===== src/rtl/amo_sequencer.sv =====
// Per-agent atomic sequencer: runs one LR/SC/AMO request at a time against memory
// and one agent slot of the shared atomic unit, then returns the rd value upstream.
module amo_sequencer #(
  parameter int ID_WIDTH = 4,
  parameter bit ALU_REG  = 1'b1
) (
  input  logic                clk,
  input  logic                rst,
  input  logic                req_valid,
  output logic                req_ready,
  input  logic [4:0]          req_op,
  input  logic [31:0]         req_addr,
  input  logic [31:0]         req_data,
  input  logic [ID_WIDTH-1:0] req_id,
  output logic                rsp_valid,
  input  logic                rsp_ready,
  output logic [31:0]         rsp_data,
  output logic                rsp_err,
  output logic [ID_WIDTH-1:0] rsp_id,
  output logic                mem_rd_valid,
  input  logic                mem_rd_ready,
  output logic [31:0]         mem_rd_addr,
  input  logic                mem_rd_data_valid,
  input  logic [31:0]         mem_rd_data,
  output logic                mem_wr_valid,
  input  logic                mem_wr_ready,
  output logic [31:0]         mem_wr_addr,
  output logic [31:0]         mem_wr_data,
  output logic                set_reservation,
  output logic                clear_reservation,
  output logic [31:0]         reservation,
  input  logic                reservation_valid,
  output logic                rmw_valid,
  output logic [4:0]          op,
  output logic [31:0]         rs1,
  output logic [31:0]         rs2,
  input  logic [31:0]         rd
);

  localparam logic [4:0] AMO_LR_FN5 = 5'b00010;
  localparam logic [4:0] AMO_SC_FN5 = 5'b00011;

  typedef enum logic [3:0] {
    IDLE     = 4'd0,
    RD_REQ   = 4'd1,
    RD_WAIT  = 4'd2,
    LR_SET   = 4'd3,
    ALU      = 4'd4,
    ALU_HOLD = 4'd5,
    SC_CHK   = 4'd6,
    WR       = 4'd7,
    ERR      = 4'd8,
    RSP      = 4'd9
  } state_t;

  state_t              state, state_next;
  logic [31:0]         addr_q, data_q, old_q, wr_data_q, rsp_data_q;
  logic [4:0]          op_q;
  logic [ID_WIDTH-1:0] id_q;
  logic                err_q;

  always_ff @(posedge clk) begin
    if (!rst) state <= IDLE;
    else      state <= state_next;
  end

  always_comb begin
    state_next = state;
    case (state)
      IDLE: begin
        if (req_valid) begin
          if (req_addr[1:0] != 2'b00)    state_next = ERR;
          else if (req_op == AMO_SC_FN5) state_next = SC_CHK;
          else                           state_next = RD_REQ;
        end else begin
          state_next = IDLE;
        end
      end
      RD_REQ:   state_next = mem_rd_ready ? RD_WAIT : RD_REQ;
      RD_WAIT: begin
        if (mem_rd_data_valid) state_next = (op_q == AMO_LR_FN5) ? LR_SET : ALU;
        else                   state_next = RD_WAIT;
      end
      LR_SET:   state_next = RSP;
      ALU:      state_next = ALU_REG ? ALU_HOLD : WR;
      ALU_HOLD: state_next = WR;
      SC_CHK:   state_next = reservation_valid ? WR : RSP;
      WR:       state_next = mem_wr_ready ? RSP : WR;
      ERR:      state_next = RSP;
      RSP:      state_next = rsp_ready ? IDLE : RSP;
      default:  state_next = IDLE;
    endcase
  end

  // Request latch, loaded value, write data and response value.
  always_ff @(posedge clk) begin
    if (!rst) begin
      addr_q     <= 32'd0;
      data_q     <= 32'd0;
      old_q      <= 32'd0;
      wr_data_q  <= 32'd0;
      rsp_data_q <= 32'd0;
      op_q       <= 5'd0;
      id_q       <= '0;
      err_q      <= 1'b0;
    end else begin
      case (state)
        IDLE: begin
          if (req_valid) begin
            addr_q     <= req_addr;
            data_q     <= req_data;
            op_q       <= req_op;
            id_q       <= req_id;
            rsp_data_q <= 32'd0;
            err_q      <= (req_addr[1:0] != 2'b00);
          end
        end
        RD_WAIT: begin
          if (mem_rd_data_valid) begin
            old_q      <= mem_rd_data;
            rsp_data_q <= mem_rd_data;
          end
        end
        ALU:     wr_data_q <= rd;
        SC_CHK: begin
          wr_data_q  <= data_q;
          rsp_data_q <= {31'd0, ~reservation_valid};
        end
        default: begin
        end
      endcase
    end
  end

  // Moore decode of the state; strobes and acceptance are masked while reset is held.
  always_comb begin
    req_ready         = 1'b0;
    mem_rd_valid      = 1'b0;
    mem_wr_valid      = 1'b0;
    set_reservation   = 1'b0;
    clear_reservation = 1'b0;
    rmw_valid         = 1'b0;
    rsp_valid         = 1'b0;
    case (state)
      IDLE:    req_ready         = rst;
      RD_REQ:  mem_rd_valid      = 1'b1;
      LR_SET:  set_reservation   = rst;
      ALU:     rmw_valid         = rst;
      SC_CHK:  clear_reservation = rst;
      WR:      mem_wr_valid      = 1'b1;
      RSP:     rsp_valid         = 1'b1;
      default: req_ready         = 1'b0;
    endcase
  end

  assign mem_rd_addr = addr_q;
  assign mem_wr_addr = addr_q;
  assign mem_wr_data = wr_data_q;
  assign reservation = addr_q;
  assign op          = op_q;
  assign rs1         = old_q;
  assign rs2         = data_q;
  assign rsp_data    = rsp_data_q;
  assign rsp_err     = err_q;
  assign rsp_id      = id_q;

endmodule


===== config.mk =====
export PLATFORM = sky130hd
export DESIGN_NAME = amo_sequencer
export DESIGN_NICKNAME = d
export VERILOG_FILES = /design/src/rtl/amo_sequencer.sv
export SDC_FILE = /design/constraint.sdc
export NUM_CORES = 1
export LEC_CHECK = 0
export ABC_AREA = 1
export CORE_MARGIN = 2
export CORE_UTILIZATION = 25
export DETAILED_ROUTE_END_ITERATION = 8
export RECOVER_POWER = 100
export SYNTH_ARGS = -nofsm -noshare
export SYNTH_HDL_FRONTEND = slang
export SYNTH_SLANG_ARGS = --single-unit
export TNS_END_PERCENT = 100

===== constraint.sdc =====
create_clock -name clk -period 4.76 [get_ports clk]
set_clock_uncertainty 0.05 [all_clocks]
set_input_delay 0.952 -clock clk [delete_from_list [all_inputs] [get_ports clk]]
set_output_delay 0.952 -clock clk [all_outputs]
set_load 0.005 [all_outputs]

After elaboration in Yosys (flattened, before gate mapping)
Index checks and enable logic that the tools add are counted.

operators by class
  mux-type cells = 21
  reduce and logical (&&, ||, !) cells = 8
  div/mod/pow operators = 0
  equal/unequal tests = 13
  multipliers = 0
  shift-type cells = 0
  bitwise gates (word level) = 1
  add/sub/neg operators = 0
  order comparisons = 0

operators by type and width
  kind                number
  $pmux 32 s3         1
  $mux 32             2
  $pmux 32 s2         1
  $pmux 4 s9          1
  $mux 4              5
  $eq 4x3->1 const B  4
  $eq 5x2->1 const B  2
  $mux 3              3
  $eq 4x2->1 const B  2
  $eq 4x4->1 const B  2
  $mux 1              7
  $eq 4x1->1 const B  1
  $logic_not 4->1     1
  $ne 2x2->1 const B  2
  $reduce_and 2->1    2
  $reduce_bool 2->1   2
  $reduce_and 3->1    1
  $reduce_bool 3->1   1
  $mux 2              1
  $reduce_or 2->1     1
  $not 1->1           1

word-level totals
  bits in read-only memories = 0
  bits in registers = 174
  bits in latches = 0
  memories kept = 0
  output and inout bits = 241
  bits of input ports = 145
  RAM bits = 0

Logic depth before layout (Yosys ltp)
  depth in word-level cells = 5
  depth in mapped cells = 10
  mapped depth without buffers = 9

Least setup slack after synthesis
OpenSTA, ideal clock, no wires.

  path type = input to output
  from = input rst
  to = output clear_reservation
  slack = 2.135 ns
  buffers on the path = 2
  stages = 4
  arrival time = 1.623 ns
  cells stage by stage = inv_1 -> clkbuf_1 -> clkbuf_1 -> nor2_1

on the way
  longest elaborated chain between the ends = 1

ends and longest elaborated chain
  item                RTL line  RTL
  start: declaration  8         input logic rst,
  $mux 1              144       case (state)
  end: declaration    30        output logic clear_reservation,

No other way between the ends.

Final worst setup path
  from = register state[0]
  to = register state[2]

on the way
  longest elaborated chain between the ends = 3

ends and longest elaborated chain
  item                                             RTL line  RTL
  start: declaration                               56        state_t state, state_next;
  start signal: assignment                         64        else state <= state_next;
  $eq 4x2->1 / $eq 4x4->1 (equally long branches)  69        case (state)
  $reduce_or 2->1 (no source line)                 --
  $pmux 4 s9 *                                     69

Mark *: on every way between the ends. The rest lies on a longest branch, timed or not.
A chain may end at the register's enable or synchronous reset.

==> results.py <==
metrics = {
    "setup_path": {
        "cp.required_ps": 5060,
        "cp.arrival_ps": 3620,
        "path_cells": "inv_1, nand2_1, buf_4, nor2_1, clkbuf_1, nand2_1, nand2_1, inv_1, nand2_1, nor2_1, nor2_1",
        "slowest_delay_ps": 1000,
        "cpLargestDelayFamily": "simple AND/OR/NAND/NOR gates",
        "crit_slowest_cell": "nor2_1",
        "cp_max_fo": 33,
        "end_kind": "flip-flop",
        "path_buf_inv": 4,
        "startpoint_type": "flip-flop",
        "cp_common_cell": "nand2_1",
        "setup.worst_path.class": "flip-flop to flip-flop",
    },
    "timing": {
        "fin_crit_ps": 3320,
        "hold_viol_final": 0,
        "period_share_pct": 69.8,
        "relSlewSlack_pct": -14.3,
        "setup_viol_count_final": 0,
        "max_freq_mhz": 301,
        "rsz0062_at_grt": "false",
        "final.setup.tns_ps": 0,
        "tightest_slew_ps": 1720,
        "maxSlewViolCount": 77,
    },
    "route": {
        "ant_nets": 0,
        "first_pass_iters": 5,
        "wl_per_cell_um": 16.0,
        "wl_um": 26600,
        "drt_iter0_markers": 355,
        "routed_via_density": 4.46,
        "drc": 0,
        "route.vias.total": 7379,
    },
    "synth": {
        "ys_seq_elements": 174,
        "syn_nets": 1119,
        "synth_cell_types": 25,
        "synth_top_cell_area_share_pct": 48.2,
        "syn_area_per_cell_um2": 7.41,
        "syn_inst": 974,
        "synth_area_leaders": "dfxtp_1 48%, nand2_1 15%, a21oi_1 11%, buf_4 7.2%, nor2_1 3.3%",
        "netlist_area_um2": 7220,
        "synth_top_area_cell": "dfxtp_1",
        "synth-seq-area-share_pct": 48.2,
        "yosys_warnings": 0,
    },
    "placed_design": {
        "gp_congestion": 0.797,
        "place_area_um2": 10800,
        "numPortBuffers": 385,
        "dp_hpwl_um": 18700,
    },
    "floorplanning": {
        "core.rowCount": 62,
        "pin_count": 386,
        "fp.coreArea_um2": 28500,
        "initial_core_util_pct": 25.3,
        "die_h_um": 174,
        "die_x_um": 174,
        "dieArea_um2": 30300,
    },
    "clock_tree": {
        "post_cts_buffers": 0,
        "numClockSinks": 174,
        "clkTransAtPathRegs_ps": 70,
        "clock_latency_ps": 430,
        "ctsResizeCount": 0,
        "htree_num_levels": 4,
        "cts.path.max_buffers": 2,
        "postCtsHoldBufs": 0,
        "root_buffer": "clkbuf_16",
        "cts_made_buffers": 17,
        "cts_tree": "yes",
    },
    "cells_and_area": {
        "layout_common_cells": "296 x nand2_1, 241 x dlygate4sd3_1, 174 x dfxtp_1",
        "fin_nets": 1402,
        "area_growth_pct": 57.8,
        "fillers": 2962,
        "final_area_um2": 11400,
        "layout_commonest_cell": "nand2_1",
        "drive_gt1_share_pct": 3.62,
    },
    "power_and_ir_drop": {
        "powerDensity_nw_per_um2": 355,
        "peakVddDrop_v": 0.000228,
        "leakagePower_nw": 4.95,
    },
    "worst_hold_path": {
        "hp-class": "flip-flop to flip-flop",
    },
    "global_routing": {
        "grt_pass1_vias": 6975,
        "grt_pass1_wl_um": 40300,
        "grt_use_total_pct": 17.0,
        "overflow": 0,
        "antenna_found_initial": 1,
        "grt_max_degree": 80,
    },
    "status": {
        "violations": "max-capacitance violations, max-slew violations",
        "status": "finished with violations",
    },
    "run": {
        "maxCapViolCount": 1,
    },
}
-- worst register-to-register path, cell delays in order (launching register included) --
cell and delay (ps):
dfxtp_1 430, inv_1 130, nand2_1 60, buf_4 280, nor2_1 1000, clkbuf_1 850, nand2_1 140, nand2_1 100
inv_1 40, nand2_1 60, nor2_1 40, nor2_1 80
-- cell families after synthesis --
kind of cell / count (synthesis) / share of synthesized area (%)
simple gates: 404 / 22.3
buf+inv: 162 / 12.7
flops: 174 / 48.2
compound gates: 234 / 16.8
-- path summary, 6_finish.rpt --
| check | startpoint | to | slack [ps] | cells after the start |
|---|---|---|---|---|
| setup / recovery | state[0] | state[2] | 1440 | 11 |
| hold / removal | rsp_id[3] | rsp_id[3] | 410 | 2 |
| setup reg to reg | state[0] | state[2] | 1440 | 11 |
| hold reg to reg | rsp_id[3] | rsp_id[3] | 410 | 2 |
-- synth_stat cells, drive strengths merged --
master,instances
o211ai,1
nand4,1
a21oi,165
nor3,2
inv,30
clkbuf,33
nand3b,2
buf,98
nor2,66
o21ai,36
o22ai,32
nor4,1
nand3,34
or2,2
clkinv,1
dfxtp,174
nand2,296
-- sequential cells by signal, indices dropped and copies added, names as in the netlist --
| name | cells |
|---|---|
| rsp_id | 4 |
| rsp_data | 32 |
| rs1 | 32 |
| rsp_err | 1 |
| rs2 | 32 |
| mem_wr_data | 32 |
| state | 4 |
| op | 5 |
| mem_rd_addr | 32 |
-- routing by layer --
layer / share of wire [%] / vias up / track usage [%] / wire [µm]
li1: - / 3683 / - / -
met1: 43 / 3437 / 20.8 / 11400
met2: 49 / 240 / 29.4 / 13000
met3: 6.5 / 19 / 4.48 / 1730
met4: 1.6 / 0 / 4.62 / 424
met5: 0 / - / 0 / 0
-- final cells by class --
cell class | instances | area, µm² | share of cell area (%)
Inverter | 31 | 119 | 1.04
Clock buffer | 19 | 433 | 3.80
Timing Repair Buffer | 395 | 3920 | 34.4
Antenna cell | 1 | 2.50 | 0.0220
Tap cell | 384 | 480 | 4.22
Multi-Input combinational cell | 638 | 2810 | 24.7
Sequential cell | 174 | 3480 | 30.6
Clock inverter | 13 | 148 | 1.30
-- per-stage QoR --
step	hold slack [ps]	util [%]	instances	power, mW	setup WS [ps]
6_report	411	39.9	1655	4.04	1440
5_1_grt	430	39.9	1655	4.27	1070
4_1_cts	418	40.0	1654	4.18	1550
3_5_place_dp	405	38.0	1622	2.75	1570
3_3_place_gp	402	38.0	1622	2.75	1610
2_1_floorplan	411	-	974	2.22	2130
-- power breakdown --
| group | switching (mW) | internal (mW) |
|---|---|---|
| combinational | 0.467 | 0.484 |
| clock | 0.660 | 0.746 |
| sequential | 0.0932 | 1.59 |
| total | 1.22 | 2.82 |
Power figures use the tool's default switching activity.
